==> config.mk <==
export PLATFORM = sky130hd
export DESIGN_NAME = uart_cmd_ctrl_flat
export DESIGN_NICKNAME = d
export VERILOG_FILES = /design/src/rtl/uart_cmd_pkg.sv /design/src/rtl/uart_cmd_ctrl_if.sv /design/src/rtl/uart_cmd_buf.sv /design/src/rtl/uart_cmd_ctrl.sv /design/src/flat_wrapper.sv
export SDC_FILE = /design/constraint.sdc
export NUM_CORES = 1
export LEC_CHECK = 0
export ABC_AREA = 1
export CAP_MARGIN = 25
export CORE_UTILIZATION = 30
export CTS_CLUSTER_DIAMETER = 30
export CTS_CLUSTER_SIZE = 8
export DETAILED_ROUTE_END_ITERATION = 12
export HOLD_SLACK_MARGIN = 0.1
export MAX_ROUTING_LAYER = met4
export PLACE_DENSITY = 0.52
export SETUP_SLACK_MARGIN = 0.4
export SYNTH_ARGS = -nofsm -noshare
export SYNTH_HDL_FRONTEND = slang
export SYNTH_SLANG_ARGS = --single-unit
==> constraint.sdc <==
create_clock -name clk -period 1.65 [get_ports clk]
set_input_delay 0.2475 -clock clk [delete_from_list [all_inputs] [get_ports clk]]
set_output_delay 0.2475 -clock clk [all_outputs]
set_load 0.01 [all_outputs]
==> src/rtl/uart_cmd_pkg.sv <==
// Shared types and constants for the UART command controller.
// Latency: n/a (declarations only).
// Backpressure: n/a (declarations only).
package uart_cmd_pkg;

  typedef enum logic [2:0] {
    ST_IDLE   = 3'd0,
    ST_ADDR   = 3'd1,
    ST_LEN    = 3'd2,
    ST_DATA   = 3'd3,
    ST_CHK    = 3'd4,
    ST_COMMIT = 3'd5
  } state_t;

  localparam logic [7:0] SYNC_BYTE = 8'hA5;

  localparam logic [2:0] ERR_NONE     = 3'd0;
  localparam logic [2:0] ERR_BAD_ADDR = 3'd1;
  localparam logic [2:0] ERR_BAD_LEN  = 3'd2;
  localparam logic [2:0] ERR_BAD_CHK  = 3'd3;
  localparam logic [2:0] ERR_TIMEOUT  = 3'd4;
  localparam logic [2:0] ERR_OVERRUN  = 3'd5;

endpackage

==> src/rtl/uart_cmd_ctrl_if.sv <==
// Byte input from the UART receiver, register-file write port and frame status.
// Latency: n/a (wires only).
// Backpressure: none; the receiver level is sampled every cycle, writes cannot stall.
interface uart_cmd_ctrl_if;
  logic       rx_received;
  logic [7:0] rx_data;
  logic       wr_en;
  logic [3:0] wr_addr;
  logic [7:0] wr_data;
  logic       busy;
  logic       frame_ok;
  logic       frame_err;
  logic [2:0] err_code;

  // Byte source / register-file side
  modport master (
    output rx_received, rx_data,
    input  wr_en, wr_addr, wr_data, busy, frame_ok, frame_err, err_code
  );

  // Command controller side
  modport slave (
    input  rx_received, rx_data,
    output wr_en, wr_addr, wr_data, busy, frame_ok, frame_err, err_code
  );
endinterface

==> src/rtl/uart_cmd_buf.sv <==
// Payload buffer: DEPTH x 8 registers, one synchronous write port, one combinational read port.
// Latency: write visible on read port the cycle after wr_en; read is same-cycle.
// Backpressure: none; a write is accepted every cycle wr_en is high.
module uart_cmd_buf #(
  parameter int DEPTH = 8,
  parameter int AW    = (DEPTH > 1) ? $clog2(DEPTH) : 1
) (
  input  logic          clk,
  input  logic          rst_n,
  input  logic          wr_en,
  input  logic [AW-1:0] wr_idx,
  input  logic [7:0]    wr_dat,
  input  logic [AW-1:0] rd_idx,
  output logic [7:0]    rd_dat
);

  logic [7:0] mem_q [DEPTH];
  logic [7:0] mem_d [DEPTH];

  // Next-state of the storage: hold, or overwrite the addressed entry
  always_comb begin
    mem_d = mem_q;
    if (wr_en) begin
      mem_d[wr_idx] = wr_dat;
    end
  end

  // Storage registers
  always_ff @(posedge clk or negedge rst_n) begin
    if (!rst_n) begin
      for (int i = 0; i < DEPTH; i++) begin
        mem_q[i] <= '0;
      end
    end else begin
      mem_q <= mem_d;
    end
  end

  assign rd_dat = mem_q[rd_idx];

endmodule

==> src/rtl/uart_cmd_ctrl.sv <==
// Parses SYNC/ADDR/LEN/payload/CHK frames from a UART byte stream and commits them to a register file.
// Latency: first write the cycle after COMMIT entry (2 cycles after the CHK strobe); frame_ok 1 cycle after last write.
// Backpressure: none possible; bytes arriving during COMMIT are dropped and flagged as overrun.
module uart_cmd_ctrl
  import uart_cmd_pkg::*;
#(
  parameter int TIMEOUT_CYCLES = 2048,
  parameter int MAX_LEN        = 8
) (
  input logic           clk,
  input logic           rst_n,
  uart_cmd_ctrl_if.slave bus
);

  localparam int IW = $clog2(MAX_LEN + 1);
  localparam int AW = (MAX_LEN > 1) ? $clog2(MAX_LEN) : 1;
  localparam int TW = $clog2(TIMEOUT_CYCLES + 1);

  state_t        state_q, state_d;
  logic          rx_prev_q, rx_prev_d;
  logic [3:0]    base_q, base_d;
  logic [IW-1:0] len_q, len_d;
  logic [IW-1:0] idx_q, idx_d;
  logic [7:0]    chk_q, chk_d;
  logic [TW-1:0] tmo_q, tmo_d;
  logic          wr_en_q, wr_en_d;
  logic [3:0]    wr_addr_q, wr_addr_d;
  logic [7:0]    wr_data_q, wr_data_d;
  logic          frame_ok_q, frame_ok_d;
  logic          frame_err_q, frame_err_d;
  logic [2:0]    err_code_q, err_code_d;

  logic          strobe;
  logic          buf_we;
  logic [7:0]    buf_rd;
  logic          abort_vld;
  logic [2:0]    abort_code;

  // A held-high receiver level yields a single strobe on its rising edge
  assign rx_prev_d = bus.rx_received;
  assign strobe    = bus.rx_received & ~rx_prev_q;

  uart_cmd_buf #(
    .DEPTH (MAX_LEN),
    .AW    (AW)
  ) u_buf (
    .clk    (clk),
    .rst_n  (rst_n),
    .wr_en  (buf_we),
    .wr_idx (idx_q[AW-1:0]),
    .wr_dat (bus.rx_data),
    .rd_idx (idx_q[AW-1:0]),
    .rd_dat (buf_rd)
  );

  // Frame parser: next state, running checksum, timeout and registered outputs
  always_comb begin
    state_d     = state_q;
    base_d      = base_q;
    len_d       = len_q;
    idx_d       = idx_q;
    chk_d       = chk_q;
    tmo_d       = tmo_q;
    wr_en_d     = 1'b0;
    wr_addr_d   = '0;
    wr_data_d   = '0;
    frame_ok_d  = 1'b0;
    frame_err_d = 1'b0;
    err_code_d  = err_code_q;
    buf_we      = 1'b0;
    abort_vld   = 1'b0;
    abort_code  = ERR_NONE;

    case (state_q)
      ST_IDLE: begin
        idx_d = '0;
        chk_d = '0;
        if (strobe && bus.rx_data == SYNC_BYTE) begin
          state_d = ST_ADDR;
        end
      end
      ST_ADDR: begin
        if (strobe) begin
          if (bus.rx_data[7:4] != 4'd0) begin
            abort_vld  = 1'b1;
            abort_code = ERR_BAD_ADDR;
          end else begin
            base_d  = bus.rx_data[3:0];
            chk_d   = chk_q ^ bus.rx_data;
            state_d = ST_LEN;
          end
        end
      end
      ST_LEN: begin
        if (strobe) begin
          if (bus.rx_data == 8'd0 || bus.rx_data > 8'(MAX_LEN)) begin
            abort_vld  = 1'b1;
            abort_code = ERR_BAD_LEN;
          end else begin
            len_d   = IW'(bus.rx_data);
            chk_d   = chk_q ^ bus.rx_data;
            idx_d   = '0;
            state_d = ST_DATA;
          end
        end
      end
      ST_DATA: begin
        if (strobe) begin
          buf_we = 1'b1;
          chk_d  = chk_q ^ bus.rx_data;
          if (idx_q == len_q - IW'(1)) begin
            idx_d   = '0;
            state_d = ST_CHK;
          end else begin
            idx_d = idx_q + IW'(1);
          end
        end
      end
      ST_CHK: begin
        if (strobe) begin
          if (bus.rx_data != chk_q) begin
            abort_vld  = 1'b1;
            abort_code = ERR_BAD_CHK;
          end else begin
            idx_d   = '0;
            state_d = ST_COMMIT;
          end
        end
      end
      ST_COMMIT: begin
        // idx walks 0..LEN-1 issuing writes; reaching LEN means all writes are out
        if (idx_q == len_q) begin
          frame_ok_d = 1'b1;
          state_d    = ST_IDLE;
        end else begin
          wr_en_d   = 1'b1;
          wr_addr_d = base_q + 4'(idx_q);
          wr_data_d = buf_rd;
          idx_d     = idx_q + IW'(1);
        end
        // A byte here cannot be stored; flag it but let the commit finish
        if (strobe) begin
          frame_err_d = 1'b1;
          err_code_d  = ERR_OVERRUN;
        end
      end
      default: begin
        state_d = ST_IDLE;
      end
    endcase

    // Inter-byte timeout only runs while a frame is being received
    if (state_q == ST_ADDR || state_q == ST_LEN || state_q == ST_DATA || state_q == ST_CHK) begin
      if (strobe) begin
        tmo_d = '0;
      end else if (tmo_q == TW'(TIMEOUT_CYCLES - 1)) begin
        abort_vld  = 1'b1;
        abort_code = ERR_TIMEOUT;
      end else begin
        tmo_d = tmo_q + TW'(1);
      end
    end else begin
      tmo_d = '0;
    end

    if (abort_vld) begin
      state_d     = ST_IDLE;
      frame_err_d = 1'b1;
      err_code_d  = abort_code;
      idx_d       = '0;
      chk_d       = '0;
      tmo_d       = '0;
    end
  end

  // State, datapath and output registers
  always_ff @(posedge clk or negedge rst_n) begin
    if (!rst_n) begin
      state_q     <= ST_IDLE;
      rx_prev_q   <= 1'b0;
      base_q      <= '0;
      len_q       <= '0;
      idx_q       <= '0;
      chk_q       <= '0;
      tmo_q       <= '0;
      wr_en_q     <= 1'b0;
      wr_addr_q   <= '0;
      wr_data_q   <= '0;
      frame_ok_q  <= 1'b0;
      frame_err_q <= 1'b0;
      err_code_q  <= ERR_NONE;
    end else begin
      state_q     <= state_d;
      rx_prev_q   <= rx_prev_d;
      base_q      <= base_d;
      len_q       <= len_d;
      idx_q       <= idx_d;
      chk_q       <= chk_d;
      tmo_q       <= tmo_d;
      wr_en_q     <= wr_en_d;
      wr_addr_q   <= wr_addr_d;
      wr_data_q   <= wr_data_d;
      frame_ok_q  <= frame_ok_d;
      frame_err_q <= frame_err_d;
      err_code_q  <= err_code_d;
    end
  end

  assign bus.wr_en     = wr_en_q;
  assign bus.wr_addr   = wr_addr_q;
  assign bus.wr_data   = wr_data_q;
  assign bus.busy      = (state_q != ST_IDLE);
  assign bus.frame_ok  = frame_ok_q;
  assign bus.frame_err = frame_err_q;
  assign bus.err_code  = err_code_q;

endmodule

==> src/flat_wrapper.sv <==
// flat-port wrapper written by rule: the top's interface ports become plain ports
module uart_cmd_ctrl_flat import uart_cmd_pkg::*;
#(
  parameter int TIMEOUT_CYCLES = 2048,
  parameter int MAX_LEN        = 8
)
  (clk, rst_n, bus_rx_received, bus_rx_data, bus_wr_en, bus_wr_addr, bus_wr_data, bus_busy, bus_frame_ok, bus_frame_err, bus_err_code);
  uart_cmd_ctrl_if bus_i ();
  input logic clk;
  input logic rst_n;
  input wire logic [$bits(bus_i.rx_received)-1:0] bus_rx_received;
  input wire logic [$bits(bus_i.rx_data)-1:0] bus_rx_data;
  output wire logic [$bits(bus_i.wr_en)-1:0] bus_wr_en;
  output wire logic [$bits(bus_i.wr_addr)-1:0] bus_wr_addr;
  output wire logic [$bits(bus_i.wr_data)-1:0] bus_wr_data;
  output wire logic [$bits(bus_i.busy)-1:0] bus_busy;
  output wire logic [$bits(bus_i.frame_ok)-1:0] bus_frame_ok;
  output wire logic [$bits(bus_i.frame_err)-1:0] bus_frame_err;
  output wire logic [$bits(bus_i.err_code)-1:0] bus_err_code;
  assign bus_i.rx_received = bus_rx_received;
  assign bus_i.rx_data = bus_rx_data;
  assign bus_wr_en = bus_i.wr_en;
  assign bus_wr_addr = bus_i.wr_addr;
  assign bus_wr_data = bus_i.wr_data;
  assign bus_busy = bus_i.busy;
  assign bus_frame_ok = bus_i.frame_ok;
  assign bus_frame_err = bus_i.frame_err;
  assign bus_err_code = bus_i.err_code;
  uart_cmd_ctrl #(.TIMEOUT_CYCLES(TIMEOUT_CYCLES), .MAX_LEN(MAX_LEN)) u_core (.clk(clk), .rst_n(rst_n), .bus(bus_i));
endmodule
==> impl_metrics.tcl <==
set metrics [dict create \
    fillerInstances 1563 \
    finalHoldViolations 0 \
    drt_iter0_markers 314 \
    r2r_start "u_core.len_q[1]" \
    placed_area_sq_um 6964 \
    synthArstFlopShare_pct 100.0 \
    synth_flop_cell "dfrtp_1" \
    diodes 0 \
    fp.dieW_um 138.3 \
    cts_root_buf "clkbuf_16" \
    ant_nets 0 \
    holdCritStartpoint "bus_rx_received" \
    synth_compound_area_share_pct 14.31 \
    holdPathEnd "u_core.rx_prev_q" \
    synth_mux_area_share_pct 0 \
    instances_no_fill 1059 \
    synth_top_area_share_pct 53.02 \
    crit_arrival_ns 2.07 \
    synth_xor_area_share_pct 1.258 \
    vias 5309 \
    place_congestion 0.8448 \
    max_freq_mhz 574.5 \
    antenna_found_initial 0 \
    finalClockSkew_ns 0.01945 \
    fin_nets 835 \
    finalInstanceArea_sq_um 9299 \
    remaining_drc_errors 2 \
    grt_pass1_wl_um 26040 \
    ys_warn_count 0 \
    grt.total_usage_pct 17.88 \
    power_mw 13.26 \
    cts.sinks 118 \
    worstSkewPairLatency_ns 0.43 \
    whs_path_depth 1 \
    syn_avg_cell_area_sq_um 8.648 \
    yosysSeqAreaShare_pct 53.02 \
    cts_tree "yes" \
    final_util_pct 51.41 \
    timing.final.ws_setup_ns -0.09050 \
    grt_overflow 0 \
    status "complete, but fails checks" \
    ir_drop_mv 0.8066 \
    syn_nets 662 \
    synth_fa_ha_area_share_pct 1.707 \
    worst_pin_slew_ns 0.4647 \
    p_leak_nw 4.166 \
    dpl_worst_slack_ns -0.4671 \
    end_kind "register" \
    setup_viol 48 \
    rsz0062_at_grt "true" \
    required_ns 1.98 \
    power.density_nw_per_um2 1426 \
    ioPinCount 30 \
    hold_slack_ns 0.2950 \
    synthCells 644 \
    hpwl_um 10800 \
    clk_pin_slew_ns 0.06 \
    fin_crit_sh_pct 105.5 \
    crit_type "register to register" \
    clk_path_buf_depth 2 \
    coreArea_sq_um 18090 \
    die_y_um 138.3 \
    synth_edf_count 0 \
    tns_ns -1.935 \
    start_util_pct 30.79 \
    violations "DRC, setup timing" \
    grt_pass1_vias 4952 \
    synthSimpleGateAreaFrac_pct 23.95 \
    finalMaxSlewViolations 0 \
    ff2ff_path_depth 9 \
    wl_per_cell_um 17.00 \
    startpoint_type "register" \
    via_per_inst 5.013 \
    first_pass_iters 9 \
    cts_buffers 17 \
    timing.rr.end "u_core.idx_q[2]" \
    cp_max_fo 4 \
    synth_area_sq_um 5569 \
    synth_area_leaders "dfrtp_1 53%, nand2_1 13%, o21ai_0 6.9%" \
    htree_num_levels 4 \
    timing.final.crit_period_ns 1.741 \
    num_rows 49 \
    yosysTopAreaCell "dfrtp_1" \
    synth.distinct_cells 45 \
    syn_to_final_growth_pct 66.97 \
    fp.dieArea_sq_um 19110 \
    hold_path.class "input port to register" \
    synth-seq-cells 118 \
    cap_violations 0 \
    synth_top_family_by_area "simple AND/OR/NAND/NOR gates" \
    max_slew_margin_pct 69.02 \
    drt_wl_total_um 18010 \
    drive_gt1_share_pct 58.19 \
    port_buffers 29 \
    r2r_slack_ns -0.09 \
    grt_max_degree 33 \
    dp.cells 970 \
]
## registers in the layout, indices dropped and copies added (netlist names)
signal / cells
u_core.base_q: 4
u_core.bus.err_code: 3
u_core.bus.frame_err: 1
u_core.bus.frame_ok: 1
u_core.bus.wr_addr: 4
u_core.bus.wr_data: 8
u_core.bus.wr_en: 1
u_core.chk_q: 8
u_core.idx_q: 4
u_core.len_q: 4
u_core.rx_prev_q: 1
u_core.state_q: 3
u_core.tmo_q: 12
u_core.u_buf.mem_q: 64
## area by class of cell
| cell class | instances | area, sq um | area share (%) |
|---|---|---|---|
| multi-input cells | 450 | 3573 | 38.43 |
| flip-flops and latches | 118 | 2960 | 31.84 |
| repair buffers | 165 | 1620 | 17.42 |
| clock buffers | 19 | 442.9 | 4.763 |
| inverters | 65 | 291.5 | 3.135 |
| well taps | 229 | 286.5 | 3.081 |
| clock inverters | 13 | 123.9 | 1.332 |
## what timing repair did
| item | in CTS | in global routing |
|---|---|---|
| resized for setup | 240 | 235 |
| buffers inserted | 16 | 32 |
| setup endpoints to repair | 136 | 120 |
| pin swaps | 22 | 53 |
| hold endpoints to repair | 29 | 0 |
| gates cloned | 1 | 7 |
| hold buffers | 1 | 0 |
## cell usage after synthesis (all sizes together), types with 2 or more instances
master,n
nand3b,2
nor3,7
clkbuf,11
nor3b,5
nor2,37
o22ai,9
xor2,6
inv,61
nand2,208
a221oi,8
nand3,32
a41oi,4
xnor2,2
nand4,3
o21ai,82
a22oi,8
clkinv,4
a21oi,14
dfrtp,118
a31oi,3
ha,6
buf,5
o2bb2ai,2
## metal layers
layer  vias to the layer above  share of wire (%)  wire (um)  global-route usage [%]
met5                         -                  0          0                       -
met4                         0                1.3        239                   5.381
met3                        19                3.4        606                   3.464
met2                       113                 51       9115                   28.06
met1                      2668                 45       8045                   23.42
li1                       2509                  -          -                       -
## cells by family (layout without fill, tap and decap cells)
| family | count (synthesis) | in the layout |
|---|---|---|
| and+or+nand+nor | 296 | 301 |
| DFF | 118 | 118 |
| AOI/OAI and AO/OA | 134 | 134 |
| buffers and inverters | 81 | 262 |
| adders and majority gates | 7 | 7 |
| xor gates and xnor gates | 8 | 8 |
## power by group
group	leakage (nW)	internal [mW]	total, mW	switching, mW
Sequential	1.60	3.40	3.85	0.453
Combinational	2.30	2.62	5.87	3.24
Clock	0.270	2.12	3.54	1.42
Total	4.17	8.14	13.3	5.12
## cells in the final DEF, fill, tap and decap left out, types with 9 or more instances in the layout
master	n
inv_1	29
inv_2	22
nand2_2	94
buf_4	81
nor2_2	9
buf_12	17
clkbuf_16	20
nand2_4	26
nor2_1	13
inv_4	9
nand3_1	13
o21ai_1	54
nor2_4	15
buf_6	32
dfrtp_1	112
clkinv_4	9
o21ai_2	25
nand3_2	13
nand2_1	79
nand2_8	14
buf_2	18
## worst max-delay path: stages, from the launching register on
cell and delay, ns:
dfrtp_1 0.39, inv_2 0.10, ha_4 0.20, or2_4 0.22
nand3_1 0.07, nand3b_1 0.17, a21oi_1 0.12, nor2_4 0.15
nand2_1 0.07, o21ai_1 0.14
## worst max path at each step
stage / slack (ns) / start / to
3_5_place_dp: -0.47 / bus_rx_data[0] / u_core.state_q[0]
5_1_grt: -0.21 / u_core.len_q[1] / u_core.state_q[0]
3_3_place_gp: -0.43 / bus_rx_data[0] / u_core.state_q[1]
6_report: -0.09 / u_core.len_q[1] / u_core.idx_q[2]
4_1_cts: -0.05 / u_core.state_q[1] / u_core.idx_q[2]
2_1_floorplan: 0.08 / u_core.tmo_q[0] / u_core.chk_q[0]
Power figures use the tool's default switching activity.
